## src/rtl/cam_pkg.sv

```systemverilog
// Shared camera-path types and default frame geometry.
// Used by the frame sequencer and other blocks on the camera byte stream.
package cam_pkg;

    typedef enum logic [1:0] {
        IDLE,
        WAIT_VS,
        CAPTURE,
        DONE
    } cam_state_e;

    // YUYV byte order within a line; Y bytes sit on even positions.
    typedef enum logic [1:0] {
        Y0,
        U,
        Y1,
        V
    } cam_phase_e;

    localparam int CAM_H_PIXELS = 320;
    localparam int CAM_V_LINES  = 240;
    localparam int CAM_Y_THRESH = 80;

    function automatic logic is_y_phase(input cam_phase_e ph);
        return (ph == Y0) || (ph == Y1);
    endfunction

    function automatic cam_phase_e next_phase(input cam_phase_e ph);
        return cam_phase_e'(ph + 2'd1);
    endfunction

endpackage

```

## src/rtl/cam_sync_edge.sv

```systemverilog
// Registers the raw camera inputs once and derives vsync/href edges
// from the registered copy and its one-cycle-delayed value.
module cam_sync_edge (
    input  logic       pclk,
    input  logic       reset,
    input  logic       vsync,
    input  logic       href,
    input  logic [7:0] d,
    output logic       vs_rise,
    output logic       vs_fall,
    output logic       hr_fall,
    output logic       hr_q,
    output logic [7:0] d_q
);

    logic vs_q;
    logic vs_q2;
    logic hr_q2;

    always_ff @(posedge pclk) begin
        if (reset) begin
            vs_q  <= 1'b0;
            vs_q2 <= 1'b0;
            hr_q  <= 1'b0;
            hr_q2 <= 1'b0;
            d_q   <= 8'd0;
        end else begin
            vs_q  <= vsync;
            vs_q2 <= vs_q;
            hr_q  <= href;
            hr_q2 <= hr_q;
            d_q   <= d;
        end
    end

    assign vs_rise = vs_q & ~vs_q2;
    assign vs_fall = ~vs_q & vs_q2;
    assign hr_fall = ~hr_q & hr_q2;

endmodule

```

## src/rtl/cam_frame_sequencer.sv

```systemverilog
// Captures one camera frame after arm, thresholds Y bytes into mask pixels
// and emits frame-buffer writes with x/y addresses, frame_done and overflow.
module cam_frame_sequencer
    import cam_pkg::*;
#(
    parameter int H_PIXELS   = CAM_H_PIXELS,
    parameter int V_LINES    = CAM_V_LINES,
    parameter int Y_THRESH   = CAM_Y_THRESH,
    parameter int X_W        = 9,
    parameter int Y_W        = 8,
    parameter int CONTINUOUS = 0
) (
    input  logic           pclk,
    input  logic           reset,
    input  logic           arm,
    input  logic           vsync,
    input  logic           href,
    input  logic [7:0]     d,
    output logic           busy,
    output logic           wr_en,
    output logic [X_W-1:0] wr_x,
    output logic [Y_W-1:0] wr_y,
    output logic           wr_mask,
    output logic           frame_done,
    output logic           ovf_err
);

    localparam logic [X_W-1:0] H_MAX  = X_W'(H_PIXELS);
    localparam logic [Y_W-1:0] V_MAX  = Y_W'(V_LINES);
    localparam logic [7:0]     THRESH = 8'(Y_THRESH);

    logic       vs_rise;
    logic       vs_fall;
    logic       hr_fall;
    logic       hr_q;
    logic [7:0] d_q;

    cam_sync_edge u_sync (
        .pclk    (pclk),
        .reset   (reset),
        .vsync   (vsync),
        .href    (href),
        .d       (d),
        .vs_rise (vs_rise),
        .vs_fall (vs_fall),
        .hr_fall (hr_fall),
        .hr_q    (hr_q),
        .d_q     (d_q)
    );

    cam_state_e     state_q, state_d;
    cam_phase_e     phase_q, phase_d;
    logic [X_W-1:0] x_q, x_d;
    logic [Y_W-1:0] y_q, y_d;
    logic           ovf_q, ovf_d;
    logic           wr_en_q, wr_en_d;
    logic [X_W-1:0] wr_x_q, wr_x_d;
    logic [Y_W-1:0] wr_y_q, wr_y_d;
    logic           wr_mask_q, wr_mask_d;

    always_ff @(posedge pclk) begin
        if (reset) begin
            state_q   <= IDLE;
            phase_q   <= Y0;
            x_q       <= '0;
            y_q       <= '0;
            ovf_q     <= 1'b0;
            wr_en_q   <= 1'b0;
            wr_x_q    <= '0;
            wr_y_q    <= '0;
            wr_mask_q <= 1'b0;
        end else begin
            state_q   <= state_d;
            phase_q   <= phase_d;
            x_q       <= x_d;
            y_q       <= y_d;
            ovf_q     <= ovf_d;
            wr_en_q   <= wr_en_d;
            wr_x_q    <= wr_x_d;
            wr_y_q    <= wr_y_d;
            wr_mask_q <= wr_mask_d;
        end
    end

    always_comb begin
        state_d   = state_q;
        phase_d   = phase_q;
        x_d       = x_q;
        y_d       = y_q;
        ovf_d     = ovf_q;
        wr_en_d   = 1'b0;
        wr_x_d    = wr_x_q;
        wr_y_d    = wr_y_q;
        wr_mask_d = wr_mask_q;
        case (state_q)
            IDLE: begin
                if (arm) begin
                    ovf_d   = 1'b0;
                    state_d = WAIT_VS;
                end
            end
            WAIT_VS: begin
                if (vs_fall) begin
                    state_d = CAPTURE;
                    x_d     = '0;
                    y_d     = '0;
                    phase_d = Y0;
                end
            end
            CAPTURE: begin
                // End of frame wins over everything, including a coincident href fall.
                if (vs_rise) begin
                    state_d = DONE;
                end else begin
                    if (hr_q) begin
                        phase_d = next_phase(phase_q);
                        if (is_y_phase(phase_q)) begin
                            if ((x_q < H_MAX) && (y_q < V_MAX)) begin
                                wr_en_d   = 1'b1;
                                wr_x_d    = x_q;
                                wr_y_d    = y_q;
                                wr_mask_d = (d_q < THRESH);
                                x_d       = x_q + X_W'(1);
                            end else begin
                                ovf_d = 1'b1;
                            end
                        end
                    end
                    if (hr_fall) begin
                        phase_d = Y0;
                        if (x_q != '0) begin
                            x_d = '0;
                            if (y_q < V_MAX) begin
                                y_d = y_q + Y_W'(1);
                            end
                        end
                    end
                end
            end
            DONE: begin
                state_d = (CONTINUOUS != 0) ? WAIT_VS : IDLE;
            end
            default: begin
                state_d = IDLE;
            end
        endcase
    end

    // In continuous mode DONE is only a pass-through to the next frame, so busy stays up.
    assign busy       = (state_q == WAIT_VS) || (state_q == CAPTURE) ||
                        ((CONTINUOUS != 0) && (state_q == DONE));
    assign frame_done = (state_q == DONE);
    assign ovf_err    = ovf_q;
    assign wr_en      = wr_en_q;
    assign wr_x       = wr_x_q;
    assign wr_y       = wr_y_q;
    assign wr_mask    = wr_mask_q;

endmodule
```

## config.mk

```make
export PLATFORM = sky130hd
export DESIGN_NAME = cam_frame_sequencer
export DESIGN_NICKNAME = d
export VERILOG_FILES = /design/src/rtl/cam_pkg.sv /design/src/rtl/cam_sync_edge.sv /design/src/rtl/cam_frame_sequencer.sv
export SDC_FILE = /design/constraint.sdc
export NUM_CORES = 1
export LEC_CHECK = 0
export BUFFER_PORTS_ARGS = -buffer_cell sky130_fd_sc_hd__clkbuf_2
export CAP_MARGIN = 0
export CORE_ASPECT_RATIO = 1.2
export CORE_MARGIN = 2
export CORE_UTILIZATION = 30
export DETAILED_ROUTE_END_ITERATION = 10
export PLACE_DENSITY = 0.48
export SLEW_MARGIN = 20
export SYNTH_ARGS = -nofsm -noshare
export SYNTH_HDL_FRONTEND = slang
export SYNTH_SLANG_ARGS = --single-unit
```

## constraint.sdc

```tcl
create_clock -name pclk -period 2.5 [get_ports pclk]
set_clock_uncertainty 0.05 [all_clocks]
set_input_delay 0.375 -clock pclk [delete_from_list [all_inputs] [get_ports pclk]]
set_output_delay 0.375 -clock pclk [all_outputs]
set_load 0.01 [all_outputs]
```

==> key figures <==
Power and ir drop
  • Total power per unit cell area: 764 nW/µm²
  • Leak: 0.953 nW
  • Maximum vdd ir drop: 316 µV

Placement
  • DP HPWL: 3420 µm
  • Port Buffer Count: 30
  • RD Place Congestion: 0.790
  • Area of placed instances: 2430 µm²

Setup path
  • Crit Path Max Fanout: 12
  • Worst Path Buf+Inv: 1
  • Cell Chain, Critical Path: inv_1 > ha_1 > nor4b_1 > a211o_1 > o21a_1 > or3_1 > a21oi_1
  • Slowest cell on the critical path: dfxtp_1
  • Required time of the critical path: 2.68 ns
  • Worst path top cell family by delay: compound AO/OA/AOI/OAI gates
  • CP Capture Type: flop
  • Max incr delay on CP: 0.42 ns
  • CP arrival: 2.31 ns
  • CP startpoint kind: flop
  • Critical path class: reg -> reg

Timing
  • Tcrit/Tclk final: 85.3%
  • Fmax: 0.469 GHz
  • Max Transition Viols Final: 0
  • Setup TNS: 0 ns
  • Post-layout min period: 2.13 ns
  • Final Setup Violations: 0
  • RSZ-0062 raised after global routing: no
  • Slew headroom: 73.9%
  • Worst-margin pin slew: 0.389 ns
  • Final Hold Vio Count: 0

Global route
  • Overall routing resource usage: 12.8%
  • Number of global-route vias before repair: 1,675
  • Met2 usage: 21.2%
  • GR peak layer: met2
  • Global-route wire length before repair: 8070 µm
  • Routing usage on met1: 16.3%
  • Met3 global-route usage: 2.97%
  • Global route overflow: 0
  • Pin count of the biggest net entering global routing: 23
  • Initial antenna violation count: 0

Die
  • I/O pins: 35
  • Die height: 97.2 µm
  • Die Area: 7930 µm²
  • Site row count: 33
  • CORE AREA: 6940 µm²
  • Die Span X: 81.6 µm
  • Initial Util: 31.3%

Cells and area
  • Area grow syn2layout: 17.3%
  • Share of cells above drive strength 1: 18.8%
  • Final nets: 292
  • Fillers: 746
  • Finished layout cell area: 2540 µm²
  • Antenna Cells: 0

Clock tree
  • TritonCTS clock tree: built
  • CTS max path bufs: 2
  • CTS Buf Count: 5
  • Clock transition at path regs: 0.09 ns
  • Clock Latency Late Sink: 0.30 ns
  • Clock sink total: 49
  • Hold Buf Count CTS: 0
  • CTS Root Cell: clkbuf_8
  • Postcts setup bufs: 0
  • Cts repair resizes: 0
  • Htree depth: 2

Synth
  • Predominant post-synthesis flop cell: dfxtp_1
  • Post-synth top area cell: dfxtp_1
  • Main area contributors after synthesis: dfxtp_1 (45%), mux2i_1 (8.8%), ha_1 (5.2%)
  • Synth top area share: 45.2%
  • Ys Warns: 0
  • Mapped Cells: 236
  • Net Count, Synth: 258
  • Synth Cell Area: 2170 µm²
  • Register area share after synthesis: 45.2%
  • #FFs+latches synth: 49
  • Async SR Flop Fraction: 0%
  • EDFF count, synth: 0
  • Unique cell type count in the Yosys netlist: 42
  • Mean Syn Cell Area: 9.19 µm²

Detailed routing
  • Antenna-violating nets left: 0
  • DR iter-0 viols: 69
  • DR DRC count: 0
  • Vias: 1,759
  • Total length of routed wires: 4640 µm
  • DR pass1 iterations: 7
  • Average routed wire per standard cell: 13.0 µm
  • Vias/cell: 4.91

Outcome
  • Outcome: finished clean

Min path
  • Worst min path class: in -> reg

Flow run
  • Max-cap violations: 0
[logic make-up (layout without fill, tap and decap cells)]
family,count (synthesis),count (layout),synth area share [%]
xor+xnor,6,6,2.42
flops,49,49,45.2
simple gates,92,92,22.1
buf+inv,20,55,4.33
compound gates,40,40,11.5
mux,20,20,9.28
fa+ha+maj,9,9,5.19
[registers in the layout (all words and copies together) (netlist names), 2 cells and up]
signal / cells
wr_x: 9
y_q: 8
state_q: 2
phase_q: 2
u_sync.d_q: 4
wr_y: 8
x_q: 9
[worst paths after layout]
| path | start | end | depth (start not counted) | slack [ns] |
|---|---|---|---|---|
| max | x_q[0] | y_q[2] | 7 | 0.37 |
| min | d[6] | u_sync.d_q[6] | 2 | 0.22 |
| max reg2reg | x_q[0] | y_q[2] | 7 | 0.37 |
| min reg2reg | wr_mask | wr_mask | 2 | 0.42 |
[worst reg2reg max path: cells and delay by family (launching register included)]
kind / cells / cell delay, ns
buffers and inverters: 1 / 0.07
adders and majority gates: 1 / 0.19
DFF: 1 / 0.42
and+or+nand+nor: 2 / 0.52
AOI/OAI and AO/OA: 3 / 0.82
[synth_stat cells, types with 2 or more instances]
library cell / n
clkbuf_1: 6
mux2i_1: 19
or3_1: 6
nand4_1: 8
nand2b_1: 3
nor4_1: 3
nand3_1: 6
nand3b_1: 2
nand2_1: 10
xnor2_1: 6
o211ai_1: 2
a31oi_1: 2
o21ai_0: 11
o21a_1: 4
nor2b_1: 8
ha_1: 9
nor2_1: 28
buf_6: 2
a21oi_1: 12
and3_1: 4
nor3_1: 7
inv_1: 10
dfxtp_1: 49
[power breakdown]
part	internal, W	switching (W)
sequential	0.000807	0.0000244
clock	0.000300	0.000271
combinational	0.000212	0.000332
[cell type report]
cell class	count	area, µm²	area share, %
clock buffers	5	68.8	2.70
clock inverters	3	46.3	1.82
inverters	10	37.5	1.47
multi-input cells	167	1100	43.2
flip-flops and latches	49	981	38.5
well taps	87	109	4.28
repair buffers	37	203	7.96
[metal layers]
layer / wire length, µm / up-vias
li1: - / 903
met1: 2180 / 816
met2: 2230 / 33
met3: 179 / 7
met4: 60 / 0
met5: 0 / -
[per-stage QoR]
| step | setup WS (ns) | instances | hold WS (ns) | total power (W) | utilization [%] |
|---|---|---|---|---|---|
| 4_1_cts | 0.344 | 358 | 0.222 | 0.00198 | 36.7 |
| 3_3_place_gp | 0.386 | 350 | 0.413 | 0.00140 | 35.0 |
| 3_5_place_dp | 0.377 | 350 | 0.413 | 0.00140 | 35.0 |
| 6_report | 0.367 | 358 | 0.224 | 0.00194 | 36.7 |
| 5_1_grt | 0.227 | 358 | 0.226 | 0.00208 | 36.7 |
| 2_1_floorplan | 0.347 | 236 | 0.400 | 0.00124 | - |
[cell usage in the layout (no fill, tap or decap), types with 3 or more instances in the layout]
cell type,Yosys,routed
a21oi_1,12,12
and3_1,4,4
buf_4,1,7
clkbuf_2,0,30
clkbuf_8,0,5
dfxtp_1,49,49
ha_1,9,9
inv_1,10,10
mux2i_1,19,19
nand2_1,10,10
nand2b_1,3,3
nand3_1,6,6
nand4_1,8,8
nor2_1,28,28
nor2b_1,8,8
nor3_1,7,6
nor4_1,3,3
o21a_1,4,4
o21ai_0,11,11
or3_1,6,6
xnor2_1,6,6
Note: power is estimated with default switching activity, not from simulation.
